===== config.mk =====
export PLATFORM = sky130hd
export DESIGN_NAME = lc4_issue_scoreboard
export DESIGN_NICKNAME = d
export VERILOG_FILES = /design/src/rtl/lc4_issue_scoreboard.sv
export SDC_FILE = /design/constraint.sdc
export NUM_CORES = 1
export LEC_CHECK = 0
export ABC_AREA = 1
export BUFFER_PORTS_ARGS = -buffer_cell sky130_fd_sc_hd__buf_2
export CAP_MARGIN = 40
export CORE_MARGIN = 3
export CORE_UTILIZATION = 53
export CTS_CLUSTER_SIZE = 12
export DETAILED_ROUTE_END_ITERATION = 6
export GPL_ROUTABILITY_DRIVEN = 0
export PLACE_DENSITY = 0.81
export SETUP_SLACK_MARGIN = 0.1
export SYNTH_ARGS = -nofsm -noshare
export SYNTH_HDL_FRONTEND = slang
export SYNTH_SLANG_ARGS = --single-unit

===== constraint.sdc =====
create_clock -name i_clk -period 2.1 [get_ports i_clk]
set_input_delay 0 -clock i_clk [delete_from_list [all_inputs] [get_ports i_clk]]
set_output_delay 0 -clock i_clk [all_outputs]
set_load 0.01 [all_outputs]

===== src/rtl/lc4_issue_scoreboard.sv =====
// ---------------------------------------------------------------------------
// lc4_issue_scoreboard
// In-order issue scheduler for the LC4 backend. Each cycle it decides, from
// the decoded fields of the instruction at issue and its own pending-write
// state, whether that instruction may fire. The decision is combinational
// (zero-cycle). It stalls on RAW, WAW and writeback-port (structural)
// hazards.
//
// State:
//   r_cnt[r]   down-counter per register; nonzero = write to r pending
//   r_cnt_nzp  down-counter for the NZP flags
//   r_rsv      one-hot-per-cycle reservations of the single writeback port;
//              bit i = a writeback happens i cycles from now
//
// Ports:
//   i_clk, i_rst                  clock, synchronous active-high reset
//   i_id_valid                    an instruction is presented for issue
//   i_id_r1sel/i_id_r1re          source 1 select / read enable
//   i_id_r2sel/i_id_r2re          source 2 select / read enable
//   i_id_wsel/i_id_regfile_we     destination select / write enable
//   i_id_nzp_we, i_id_is_branch   writes NZP / reads NZP
//   i_id_class                    latency class (ALU, MEM, MUL, DIV)
//   o_issue_fire, o_issue_stall   accepted this cycle / held by a hazard
//   o_stall_cause                 0 none, 1 RAW, 2 WAW, 3 writeback port
//   o_busy_regs, o_nzp_busy       pending-write flags
//   o_wb_rsv                      writeback reservation vector
// ---------------------------------------------------------------------------
module lc4_issue_scoreboard #(
  parameter int LAT_ALU = 1,
  parameter int LAT_MEM = 2,
  parameter int LAT_MUL = 4,
  parameter int LAT_DIV = 8,
  parameter int MAX_LAT = 8
) (
  input  logic               i_clk,
  input  logic               i_rst,
  input  logic               i_id_valid,
  input  logic [2:0]         i_id_r1sel,
  input  logic               i_id_r1re,
  input  logic [2:0]         i_id_r2sel,
  input  logic               i_id_r2re,
  input  logic [2:0]         i_id_wsel,
  input  logic               i_id_regfile_we,
  input  logic               i_id_nzp_we,
  input  logic               i_id_is_branch,
  input  logic [1:0]         i_id_class,
  output logic               o_issue_fire,
  output logic               o_issue_stall,
  output logic [1:0]         o_stall_cause,
  output logic [7:0]         o_busy_regs,
  output logic               o_nzp_busy,
  output logic [MAX_LAT-1:0] o_wb_rsv
);

  localparam int CW = $clog2(MAX_LAT + 1);

  logic [CW-1:0]      r_cnt [8];
  logic [CW-1:0]      r_cnt_nzp;
  logic [MAX_LAT-1:0] r_rsv;

  logic [7:0]         w_busy;
  logic               w_nzp_busy;
  logic [CW-1:0]      w_lat;
  logic               w_wr;
  logic               w_raw;
  logic               w_waw;
  logic               w_struct;
  logic               w_hazard;
  logic               w_fire;
  logic [MAX_LAT-1:0] w_rsv_at_lat;
  logic [MAX_LAT-1:0] w_rsv_new;

  always_comb begin
    for (int r = 0; r < 8; r++) begin
      w_busy[r] = (r_cnt[r] != '0);
    end
  end

  assign w_nzp_busy = (r_cnt_nzp != '0);

  always_comb begin
    case (i_id_class)
      2'b00:   w_lat = CW'(LAT_ALU);
      2'b01:   w_lat = CW'(LAT_MEM);
      2'b10:   w_lat = CW'(LAT_MUL);
      default: w_lat = CW'(LAT_DIV);
    endcase
  end

  assign w_wr = i_id_regfile_we | i_id_nzp_we;

  // Reads see only the current busy state, so an instruction never stalls
  // on its own destination (ADD R1,R1,R2).
  assign w_raw = (i_id_r1re & w_busy[i_id_r1sel]) |
                 (i_id_r2re & w_busy[i_id_r2sel]) |
                 (i_id_is_branch & w_nzp_busy);
  assign w_waw = (i_id_regfile_we & w_busy[i_id_wsel]) |
                 (i_id_nzp_we & w_nzp_busy);

  // Shifting right by L puts rsv[L] in bit 0; L >= MAX_LAT shifts it all
  // out, which gives the "reads as 0" behaviour for free.
  assign w_rsv_at_lat = r_rsv >> w_lat;
  assign w_struct     = w_wr & w_rsv_at_lat[0];

  // Reservation lands at L-1 because the vector shifts on the same edge.
  assign w_rsv_new = {{(MAX_LAT-1){1'b0}}, 1'b1} << (w_lat - 1'b1);

  assign w_hazard = w_raw | w_waw | w_struct;
  assign w_fire   = i_id_valid & ~w_hazard;

  always_ff @(posedge i_clk) begin
    if (i_rst) begin
      for (int r = 0; r < 8; r++) begin
        r_cnt[r] <= '0;
      end
      r_cnt_nzp <= '0;
      r_rsv     <= '0;
    end else begin
      for (int r = 0; r < 8; r++) begin
        if (w_fire && i_id_regfile_we && (i_id_wsel == 3'(r))) begin
          r_cnt[r] <= w_lat;
        end else if (w_busy[r]) begin
          r_cnt[r] <= r_cnt[r] - 1'b1;
        end
      end
      if (w_fire && i_id_nzp_we) begin
        r_cnt_nzp <= w_lat;
      end else if (w_nzp_busy) begin
        r_cnt_nzp <= r_cnt_nzp - 1'b1;
      end
      r_rsv <= (r_rsv >> 1) | ((w_fire && w_wr) ? w_rsv_new : '0);
    end
  end

  always_comb begin
    o_issue_fire  = 1'b0;
    o_issue_stall = 1'b0;
    o_stall_cause = 2'd0;
    if (!i_rst) begin
      o_issue_fire  = w_fire;
      o_issue_stall = i_id_valid & w_hazard;
      if (i_id_valid) begin
        if (w_raw)         o_stall_cause = 2'd1;
        else if (w_waw)    o_stall_cause = 2'd2;
        else if (w_struct) o_stall_cause = 2'd3;
      end
    end
  end

  assign o_busy_regs = w_busy;
  assign o_nzp_busy  = w_nzp_busy;
  assign o_wb_rsv    = r_rsv;

  // A newly reserved writeback slot must never already be taken.
  a_wb_unique: assert property (@(posedge i_clk) disable iff (i_rst)
    (w_fire && w_wr) |-> (((r_rsv >> 1) & w_rsv_new) == '0));

endmodule

# [Word level (Yosys, flattened, before mapping)]
# Memory sizes are Yosys's and may differ from the RTL's.
# Index checks and enable logic that the tools add are counted.
[op_classes] bitwise=32 order_cmp=3 eq_ne=9 reduce_logical=23 n_shift=2 muxes=91 addsub=10
[op_table] cell="4-bit two-way mux" count=18
[op_table] cell="1-bit two-way mux" count=63
[op_table] cell="4-bit by 1-bit subtractor with 4-bit output, second input constant" count=10
[op_table] cell="4-bit nonzero test" count=9
[op_table] cell="1-bit OR" count=22
[op_table] cell="3-bit equality test, second input constant" count=4
[op_table] cell="3-bit by 4-bit < comparator with 1-bit output, second input constant" count=3
[op_table] cell="4-bit one-hot mux with 3 select lines" count=1
[op_table] cell="1-bit logical AND" count=11
[op_table] cell="2-bit two-way mux" count=5
[op_table] cell="1-bit binary-select mux with 3-bit select" count=3
[op_table] cell="1-bit bitwise AND" count=8
[op_table] cell="8-bit two-way mux" count=1
[op_table] cell="7-bit by 8-bit OR with 8-bit output" count=1
[op_table] cell="1-bit by 4-bit << shifter with 8-bit output, first input constant" count=1
[op_table] cell="8-bit by 4-bit right shift with 1-bit output" count=1
[op_table] cell="3-bit by 2-bit equality test with 1-bit output, second input constant" count=2
[op_table] cell="3-bit by 1-bit equality test with 1-bit output, second input constant" count=1
[op_table] cell="3-bit logical NOT" count=1
[op_table] cell="2-bit by 1-bit equality test with 1-bit output, second input constant" count=1
[op_table] cell="2-bit equality test, second input constant" count=1
[op_table] cell="2-bit logical NOT" count=1
[op_table] cell="2-bit nonzero test" count=1
[op_table] cell="1-bit inverter" count=1
[word_totals] mem_count=1 inputBits=19 mem_bits_rw=32 elab_cells=173 output_inout_bits=21 reg_bits=12
[mem_list] memory="r_cnt" depth=8 width=4 read_ports=8 rd_ports_with_merged_regs=0 wr=8 line="57" rtl="logic [CW-1:0] r_cnt [8];"

# [Logic depth before layout (Yosys ltp)]
# Gate-level depths: netlist of the first run.
[depth] word_depth=17 depth_mapped=15 depth_no_buf=15

# [Worst setup path before layout of the first run]
# No wires, ideal clock.
[synth_timing] path_kind="flip-flop to flip-flop" start="memory r_cnt[0][0] (netlist bit)" end="memory r_cnt[1][10] (netlist bit), enable pin" path_slack_ns=-0.019 arrival_time_ns=1.806 synth_period_minus_slack_ns=2.119 setup_time_ns=0.313 stages_incl_launch_ff=15 cell_sequence="edfxtp_1 inv_1 ha_1 nand2_1 nand2_1 nand2_1 nand2_1 nand3_1 nand3_1 nand3_4 nor2_8 nand2_4 nor2_8 nand3_1 nand3_1"
[synth_lines] element="start, declared" line="57"

==> flow_metrics.env, run 1 <==
export IMPL_outcome="finished with violations"
export IMPL_violations="setup timing"
export IMPL_fillers=383
export IMPL_cp_top_family="simple AND/OR/NAND/NOR gates"
export IMPL_area_growth_pct=33.99
export IMPL_layout_cells_most_common_list="nand2_1 (69), inv_1 (62), nor2_1 (43), buf_2 (39), buf_4 (38)"
export IMPL_endpoint_kind="register"
export IMPL_worst_hold_slack_ns=0.04822
export IMPL_synth_edff_count=32
export IMPL_drtPass1Iterations=5
export IMPL_synth_area_leaders="edfxtp_1 (31%), nand2_1 (9.5%), inv_1 (8.8%)"
export IMPL_syn_area_sq_um=3122
export IMPL_arrival_ns=2.38
export IMPL_synth_cell_type_count=32
export IMPL_max_clock_path_buffers=2
export IMPL_crit_path_cell_trace="inv_2, ha_4, nand2_4, inv_4, nand2_2, nand3_2, nand3_2, nand3_2, nand3_4, nor2_8, nand2_4, buf_6, buf_6, nor2_4, nand2_2, a21oi_2"
export IMPL_track_usage_pct=25.14
export IMPL_fp_coreArea_sq_um=5608
export IMPL_gr_total_overflow=0
export IMPL_die_w_um=82.75
export IMPL_clock_skew_ns=0.006859
export IMPL_syn_nets=450
export IMPL_power_leakage_nw=2.009
export IMPL_synthesis_instances=422
export IMPL_grt_antenna_before_repair=0
export IMPL_fin_ws_ns=-0.02968
export IMPL_grt_pass1_wl_mm=13.05
export IMPL_cap_violations=0
export IMPL_io_pins=40
export IMPL_synth_ff_latch_count=44
export IMPL_clk_latency_ns=0.31
export IMPL_cts_buffers=5
export IMPL_via_per_inst=5.341
export IMPL_hold_violations=0
export IMPL_crit_buf_inv=4
export IMPL_yosysSeqAreaShare_pct=38.48
export IMPL_fin_total_pwr_mw=4.111
export IMPL_setup_viol=17
export IMPL_critPathMostFrequentCell="nand3_2"
export IMPL_path_class="register to register"
export IMPL_max_freq_mhz=469.6
export IMPL_power_density_nw_per_um2=982.7
export IMPL_critPathSlowestCell="edfxtp_1"
export IMPL_wire_per_inst_um=14.76
export IMPL_hp_class="input pin to register"
export IMPL_crit_start="r_cnt[0][8]"
export IMPL_htree_levels=2
export IMPL_required_ns=2.35
export IMPL_hold_buffers=0
export IMPL_crit_path_max_incr_delay_ns=0.43
export IMPL_ys_flop_type="edfxtp_1"
export IMPL_cp_max_fo=7
export IMPL_grt_max_degree=29
export IMPL_cts_root_buf="clkbuf_8"
export IMPL_crit_path_start_kind="register"
export IMPL_post_route_util_pct=74.59
export IMPL_drive_gt1_share_pct=37.52
export IMPL_r2r_start="r_cnt[0][8]"
export IMPL_antenna_cells=0
export IMPL_cts_sinks=44
export IMPL_dieHeight_um=82.75
export IMPL_placementRows=27
export IMPL_ir_drop_mv=0.5894
export IMPL_pre_cts_ws_ns=-0.09500
export IMPL_drtIter0Drc=196
export IMPL_async_flop_share_pct=0
export IMPL_ys_warnings_count=0
export IMPL_clk_pin_slew_ns=0.09
export IMPL_nNetsFinal=536
export IMPL_yosysTopAreaCell="edfxtp_1"
export IMPL_cts_tree="built"
export IMPL_numPortBuffers=39
export IMPL_slew_violations=0
export IMPL_drc=0
export IMPL_antenna_left=0
export IMPL_period_needed_ns=2.130
export IMPL_vias=3103
export IMPL_start_util_pct=55.67
export IMPL_syn_area_per_cell_sq_um=7.397
export IMPL_yosys_area_top_type_share_pct=30.78
export IMPL_min_from="i_id_class[0]"
export IMPL_die_area_sq_um=6847
export IMPL_relSlewSlack_pct=57.01
export IMPL_worstMarginPinSlew_ns=0.6440
export IMPL_grt_pass1_vias=2812
export IMPL_dp_hpwl_mm=5.933
export IMPL_post_route_period_util_pct=101.4
export IMPL_drt_total_wl_mm=8.576
export IMPL_final_common_cell="nand2_1"
export IMPL_rsz0062_at_grt="yes"
per-stage QoR:
stage          cell area, sq um  instances  setup TNS (ns)
2_1_floorplan              3214        422               0
3_3_place_gp               3640        549        -0.03787
3_5_place_dp               3640        549          -1.050
4_1_cts                    3900        570               0
5_1_grt                    4183        581          -5.118
6_report                   4183        581         -0.2922
state kept, by name (all words and copies together), names as in the netlist:
register,flops
o_wb_rsv,8
r_cnt,32
r_cnt_nzp,4
final timing paths:
path | cells past startpoint | slack, ns | endpoint
worst min register to register | 2 | 0.43 | o_wb_rsv[4]
worst max register to register | 16 | -0.03 | o_wb_rsv[3]
worst max-delay path | 16 | -0.03 | o_wb_rsv[3]
worst min-delay path | 4 | 0.05 | r_cnt_nzp[0]
where the power goes:
group / switching [mW] / internal (mW) / total [mW]
registers: 0.140 / 1.18 / 1.32
clock network: 0.330 / 0.312 / 0.642
logic: 1.21 / 0.940 / 2.15
total: 1.68 / 2.43 / 4.11
worst min-delay path: cells and delay by family:
family	cells	cell delay [ns]
buf+inv	1	0.11
simple gates	3	0.21
synthesized netlist by cell type, types with 7 or more instances:
master and n:
a21oi_1 7, nor2_2 19, xor2_1 16, inv_1 73
dfxtp_1 12, edfxtp_1 32, nand3_1 38, nor2_1 49
nor3_1 10, o21ai_0 26, nand2_2 9, ha_1 9
nand2_1 79, nand4_1 11
what timing repair did:
item | CTS | global route
gates resized for setup | 17 | 49
buffers inserted | 13 | 11
pin swaps | 5 | 18
setup endpoints to repair | 63 | 68
cell type report:
cell class / instances / area, sq um / share of cell area, %
Inverter: 78 / 297.8 / 7.119
Sequential cell: 44 / 1201 / 28.72
Clock buffer: 6 / 93.84 / 2.243
Tap cell: 72 / 90.09 / 2.154
Multi-Input combinational cell: 293 / 1903 / 45.50
Timing Repair Buffer: 86 / 581.8 / 13.91
Clock inverter: 2 / 15.01 / 0.3590
kinds of logic after synthesis:
logic type | share of synthesized area (%)
AND/OR/NAND/NOR | 36.19
AO/OA/AOI/OAI | 6.533
flip-flops | 38.48
adder cells (fa/ha/maj) | 3.607
buffers and inverters | 10.42
XOR/XNOR | 4.769
metal layers:
layer	GRT usage (%)	routed length, um	vias up
met2	44.63	4394	131
met4	7.190	174	0
met5	0	0	-
met3	3.688	593	26
li1	-	-	1525
met1	31.58	3414	1421
No activity file was read; power rests on OpenSTA's default activity.
==> inputs of run 2 (changes only) <==
--- a/config.mk
+++ b/config.mk
@@ -14,6 +14,7 @@
 export DETAILED_ROUTE_END_ITERATION = 6
 export GPL_ROUTABILITY_DRIVEN = 0
 export PLACE_DENSITY = 0.81
+export RECOVER_POWER = 25
 export SETUP_SLACK_MARGIN = 0.1
 export SYNTH_ARGS = -nofsm -noshare
 export SYNTH_HDL_FRONTEND = slang
==> flow_metrics.env, run 2 (synthesis gave the netlist of run 1 again) <==
export IMPL_swShare_pct=40.79
export IMPL_wire_per_inst_um=14.78
export IMPL_p_int_mw=2.433
export IMPL_drtIter0Drc=196
export IMPL_ir_drop_mv=0.5888
export IMPL_gr_total_overflow=0
export IMPL_numPortBuffers=39
export IMPL_pwr_share_comb_pct=52.3
export IMPL_power_density_nw_per_um2=984.0
export IMPL_max_freq_mhz=470.2
export IMPL_worstMarginPinSlew_ns=0.6434
export IMPL_r2r_start="r_cnt[0][8]"
export IMPL_grt_max_degree=29
export IMPL_setup_viol=14
export IMPL_required_ns=2.34
export IMPL_grt_pass1_wl_mm=13.05
export IMPL_grt_pass1_vias=2812
export IMPL_crit_path_start_kind="register"
export IMPL_area_growth_pct=33.75
export IMPL_critPathCapture="o_wb_rsv[3]"
export IMPL_rsz0062_at_grt="yes"
export IMPL_clk_pin_slew_ns=0.09
export IMPL_crit_start="r_cnt[0][8]"
export IMPL_start_util_pct=55.67
export IMPL_final_area_sq_um=4175
export IMPL_track_usage_pct=25.14
export IMPL_reg2regPathDepth=16
export IMPL_r2r_end="o_wb_rsv[3]"
export IMPL_placementRows=27
export IMPL_outcome="finished with violations"
export IMPL_path_class="register to register"
export IMPL_top_register="r_cnt"
export IMPL_placed_area_sq_um=3640
export IMPL_layout_cells_most_common_list="nand2_1 (69), inv_1 (62), nor2_1 (43), buf_4 (38), buf_2 (33)"
export IMPL_max_clock_path_buffers=2
export IMPL_hold_violations=0
export IMPL_antenna_cells=0
export IMPL_period_needed_ns=2.127
export IMPL_clock_skew_ns=0.007074
export IMPL_fp_coreArea_sq_um=5608
export IMPL_hp_class="input pin to register"
export IMPL_slew_violations=0
export IMPL_final_common_cell="nand2_1"
export IMPL_cap_violations=0
export IMPL_htree_levels=2
export IMPL_post_route_period_util_pct=101.3
export IMPL_clk_latency_ns=0.30
export IMPL_via_per_inst=5.368
export IMPL_drive_gt1_share_pct=36.35
export IMPL_cts_root_buf="clkbuf_8"
export IMPL_endpoint_kind="register"
export IMPL_nNetsFinal=536
export IMPL_antenna_left=0
export IMPL_cp_max_fo=7
export IMPL_violations="setup timing"
export IMPL_clock_power_share_pct=15.5
export IMPL_fillers=387
export IMPL_io_pins=40
export IMPL_fin_setup_tns_ns=-0.2368
export IMPL_cts_buffers=5
export IMPL_drtPass1Iterations=5
export IMPL_cts_tree="built"
export IMPL_drc=0
export IMPL_largest_reg_flops=32
export IMPL_seqPwrFrac_pct=32.2
export IMPL_fin_total_pwr_mw=4.108
export IMPL_vias=3119
export IMPL_dieHeight_um=82.75
export IMPL_r2r_slack_ns=-0.03
export IMPL_grt_antenna_before_repair=0
export IMPL_cts_sinks=44
export IMPL_drt_total_wl_mm=8.585
export IMPL_die_w_um=82.75
export IMPL_relSlewSlack_pct=57.05
export IMPL_fin_ws_ns=-0.02654
export IMPL_arrival_ns=2.37
export IMPL_worst_hold_slack_ns=0.05343
export IMPL_p_switching_mw=1.676
export IMPL_hold_buffers=0
export IMPL_die_area_sq_um=6847
export IMPL_power_leakage_nw=1.982
export IMPL_dp_hpwl_mm=5.933
run 2: changes by cell type in the layout (fill, tap and decap cells not counted):
| cell | change |
|---|---|
| buf_2 | -6 |
| clkbuf_1 | +6 |
run 2: layout make-up:
type / instances / area, sq um / share of cell area, %
Clock buffer: 6 / 93.84 / 2.248
Clock inverter: 2 / 15.01 / 0.3596
Inverter: 78 / 297.8 / 7.132
Multi-Input combinational cell: 293 / 1903 / 45.58
Sequential cell: 44 / 1201 / 28.77
Tap cell: 72 / 90.09 / 2.158
Timing Repair Buffer: 86 / 574.3 / 13.75
run 2: layer usage:
layer	vias up	track usage [%]	wire length, um
met5	-	0	0
met3	25	3.688	607
met1	1433	31.58	3426
li1	1524	-	-
met2	137	44.63	4380
met4	0	7.190	170
run 2: worst max-delay path, cell delays in order, from the launching register on:
cell	delay, ns
edfxtp_1	0.43
inv_2	0.10
ha_4	0.16
nand2_4	0.06
inv_4	0.07
nand2_2	0.05
nand3_2	0.07
nand3_2	0.07
nand3_2	0.09
nand3_4	0.11
nor2_8	0.17
nand2_4	0.09
buf_6	0.14
buf_6	0.12
nor2_4	0.13
nand2_2	0.07
a21oi_2	0.14
run 2: how the worst min path moves through the flow:
stage,cells past startpoint,start,end
floorplan,3,i_id_class[0],r_cnt_nzp[0]
global placement,4,i_id_class[0],r_cnt_nzp[0]
detailed placement,4,i_id_class[0],r_cnt_nzp[0]
CTS,4,i_id_class[0],r_cnt_nzp[0]
global route,4,i_id_class[0],r_cnt_nzp[0]
finish,4,i_id_class[0],r_cnt_nzp[0]
run 2: power by group through the flow:
stage               registers [mW]  logic [mW]  clock network, mW
floorplan                     1.30        1.22                  0
global placement              1.31        1.70                  0
detailed placement            1.32        1.74                  0
CTS                           1.31        1.86              0.643
global route                  1.34        2.38              0.676
finish                        1.32        2.15              0.637
run 2: what timing repair did:
item,in CTS,in global routing
setup buffers,13,11
endpoints found under the setup margin,63,68
gates cloned,0,0
pin swaps,5,18
resized for setup,17,49
run 2: stage by stage:
stage          cells  utilization, %  worst slack (ns)
2_1_floorplan    422               -            0.1033
3_3_place_gp     549           64.90         -0.009500
3_5_place_dp     549           64.90          -0.09500
4_1_cts          570           69.54           0.02638
5_1_grt          581           74.45           -0.1288
6_report         581           74.45          -0.02654
==> inputs of run 3 (changes only) <==
--- a/config.mk
+++ b/config.mk
@@ -6,14 +6,15 @@
 export NUM_CORES = 1
 export LEC_CHECK = 0
 export ABC_AREA = 1
-export BUFFER_PORTS_ARGS = -buffer_cell sky130_fd_sc_hd__buf_2
 export CAP_MARGIN = 40
 export CORE_MARGIN = 3
-export CORE_UTILIZATION = 53
+export CORE_UTILIZATION = 58
+export CTS_CLUSTER_DIAMETER = 30
 export CTS_CLUSTER_SIZE = 12
 export DETAILED_ROUTE_END_ITERATION = 6
+export DONT_BUFFER_PORTS = 1
 export GPL_ROUTABILITY_DRIVEN = 0
-export PLACE_DENSITY = 0.81
+export PLACE_DENSITY = 0.8
 export RECOVER_POWER = 25
 export SETUP_SLACK_MARGIN = 0.1
 export SYNTH_ARGS = -nofsm -noshare
==> flow_metrics.env, run 3 (synthesis gave the netlist of run 1 again) <==
export IMPL_post_route_period_util_pct=101.7
export IMPL_period_needed_ns=2.137
export IMPL_cts_root_buf="clkbuf_8"
export IMPL_final_common_cell="nand2_1"
export IMPL_cap_violations=0
export IMPL_clk_latency_ns=0.31
export IMPL_grtUsageMet1_pct=33.21
export IMPL_worst_hold_slack_ns=0.02451
export IMPL_fillers=351
export IMPL_drive_gt1_share_pct=30.85
export IMPL_power_density_nw_per_um2=995.0
export IMPL_nNetsFinal=497
export IMPL_drt_total_wl_mm=8.705
export IMPL_die_area_sq_um=6299
export IMPL_area_growth_pct=28.10
export IMPL_drtPass1Iterations=5
export IMPL_relSlewSlack_pct=55.75
export IMPL_grt_use_met2_pct=45.20
export IMPL_cp_max_fo=7
export IMPL_via_per_inst=5.644
export IMPL_worstMarginPinSlew_ns=0.6628
export IMPL_power_leakage_nw=1.815
export IMPL_layout_cells_most_common_list="nand2_1 (69), inv_1 (61), nor2_1 (40), buf_4 (33), edfxtp_1 (32)"
export IMPL_drc=0
export IMPL_hp_class="input pin to primary output"
export IMPL_die_w_um=79.37
export IMPL_clock_skew_ns=0.01133
export IMPL_grt_max_degree=29
export IMPL_hold_violations=0
export IMPL_dp_hpwl_mm=5.903
export IMPL_path_class="register to register"
export IMPL_grt_pass1_wl_mm=13.17
export IMPL_antenna_left=0
export IMPL_cts_buffers=5
export IMPL_fin_total_pwr_mw=3.979
export IMPL_clk_pin_slew_ns=0.08
export IMPL_largest_reg_flops=32
export IMPL_wire_per_inst_um=16.12
export IMPL_endpoint_kind="register"
export IMPL_slew_violations=0
export IMPL_drtIter0Drc=349
export IMPL_track_usage_pct=27.20
export IMPL_grt_use_met3_pct=6.916
export IMPL_numPortBuffers=0
export IMPL_top_register="r_cnt"
export IMPL_dieHeight_um=79.37
export IMPL_rsz0062_at_grt="yes"
export IMPL_fp_coreArea_sq_um=5172
export IMPL_placementRows=26
export IMPL_cts_sinks=44
export IMPL_cts_tree="built"
export IMPL_crit_path_start_kind="register"
export IMPL_ir_drop_mv=0.5163
export IMPL_required_ns=2.10
export IMPL_fin_ws_ns=-0.03661
export IMPL_gr_total_overflow=0
export IMPL_grt_antenna_before_repair=0
export IMPL_start_util_pct=60.35
export IMPL_violations="setup timing"
export IMPL_setup_viol=31
export IMPL_arrival_ns=2.14
export IMPL_io_pins=40
export IMPL_grt_busiest_layer="met2"
export IMPL_htree_levels=2
export IMPL_max_freq_mhz=468.0
export IMPL_antenna_cells=0
export IMPL_final_area_sq_um=3999
export IMPL_vias=3048
export IMPL_post_route_util_pct=77.31
export IMPL_fin_setup_tns_ns=-0.6421
export IMPL_outcome="finished with violations"
export IMPL_max_clock_path_buffers=2
export IMPL_grt_pass1_vias=2894
export IMPL_placed_area_sq_um=3450
-- run 3: cell types whose count changed in the layout (fill, tap and decap cells not counted), sizes merged --
cell	previous run	this run
clkinv	0	1
dlygate4sd3	0	8
buf	80	39
clkbuf	12	6
inv	80	79
-- run 3: final timing paths --
path	startpoint	to	slack [ns]	depth (start not counted)
min reg2reg	o_wb_rsv[6]	o_wb_rsv[5]	0.48	2
min	i_rst	o_issue_fire	0.02	1
max reg2reg	r_cnt[0][3]	r_cnt[0][1]	-0.04	13
max	r_cnt[0][3]	r_cnt[0][1]	-0.04	13
-- run 3: area by class of cell --
cell class / count / area (sq um) / share of cell area, %
inverters: 78 / 292.8 / 7.322
multi-input cells: 293 / 1917 / 47.93
well taps: 70 / 87.58 / 2.190
flip-flops and latches: 44 / 1201 / 30.04
repair buffers: 47 / 395.4 / 9.887
clock buffers: 6 / 93.84 / 2.347
clock inverters: 2 / 11.26 / 0.2816
-- run 3: worst max-delay path: stages (launching register included) --
cell,delay (ns)
edfxtp_1,0.43
nor2_2,0.27
nand2_2,0.10
nand2_1,0.09
nand2_1,0.05
nand2_1,0.06
nand3_2,0.06
nand3_2,0.08
nand3_4,0.09
nor2_8,0.15
nand4_1,0.11
nand2_1,0.09
nand2_2,0.06
nand2_1,0.18
-- run 3: routing by layer --
| layer | wire, um | vias to the layer above |
|---|---|---|
| li1 | - | 1447 |
| met1 | 3337 | 1400 |
| met2 | 4176 | 159 |
| met3 | 845 | 42 |
| met4 | 345 | 0 |
| met5 | 0 | - |
-- run 3: timing repair --
| action | CTS | global route |
|---|---|---|
| resized for setup | 23 | 41 |
| buffers inserted | 11 | 4 |
| setup endpoints to repair | 55 | 68 |
| endpoints found under the hold margin | 13 | 5 |
| pin swaps | 5 | 9 |
| hold buffers | 6 | 2 |
-- run 3: power breakdown --
group	switching [mW]	internal (mW)	leakage [nW]	total, mW
registers	0.145	1.18	0.444	1.33
clock network	0.308	0.305	0.0566	0.613
logic	1.17	0.868	1.31	2.04
-- run 3: per-stage QoR --
step	instances	worst slack [ns]
2_1_floorplan	422	0.1033
3_3_place_gp	509	0.01746
3_5_place_dp	509	-0.07132
4_1_cts	534	0.06332
5_1_grt	540	-0.1649
6_report	540	-0.03661
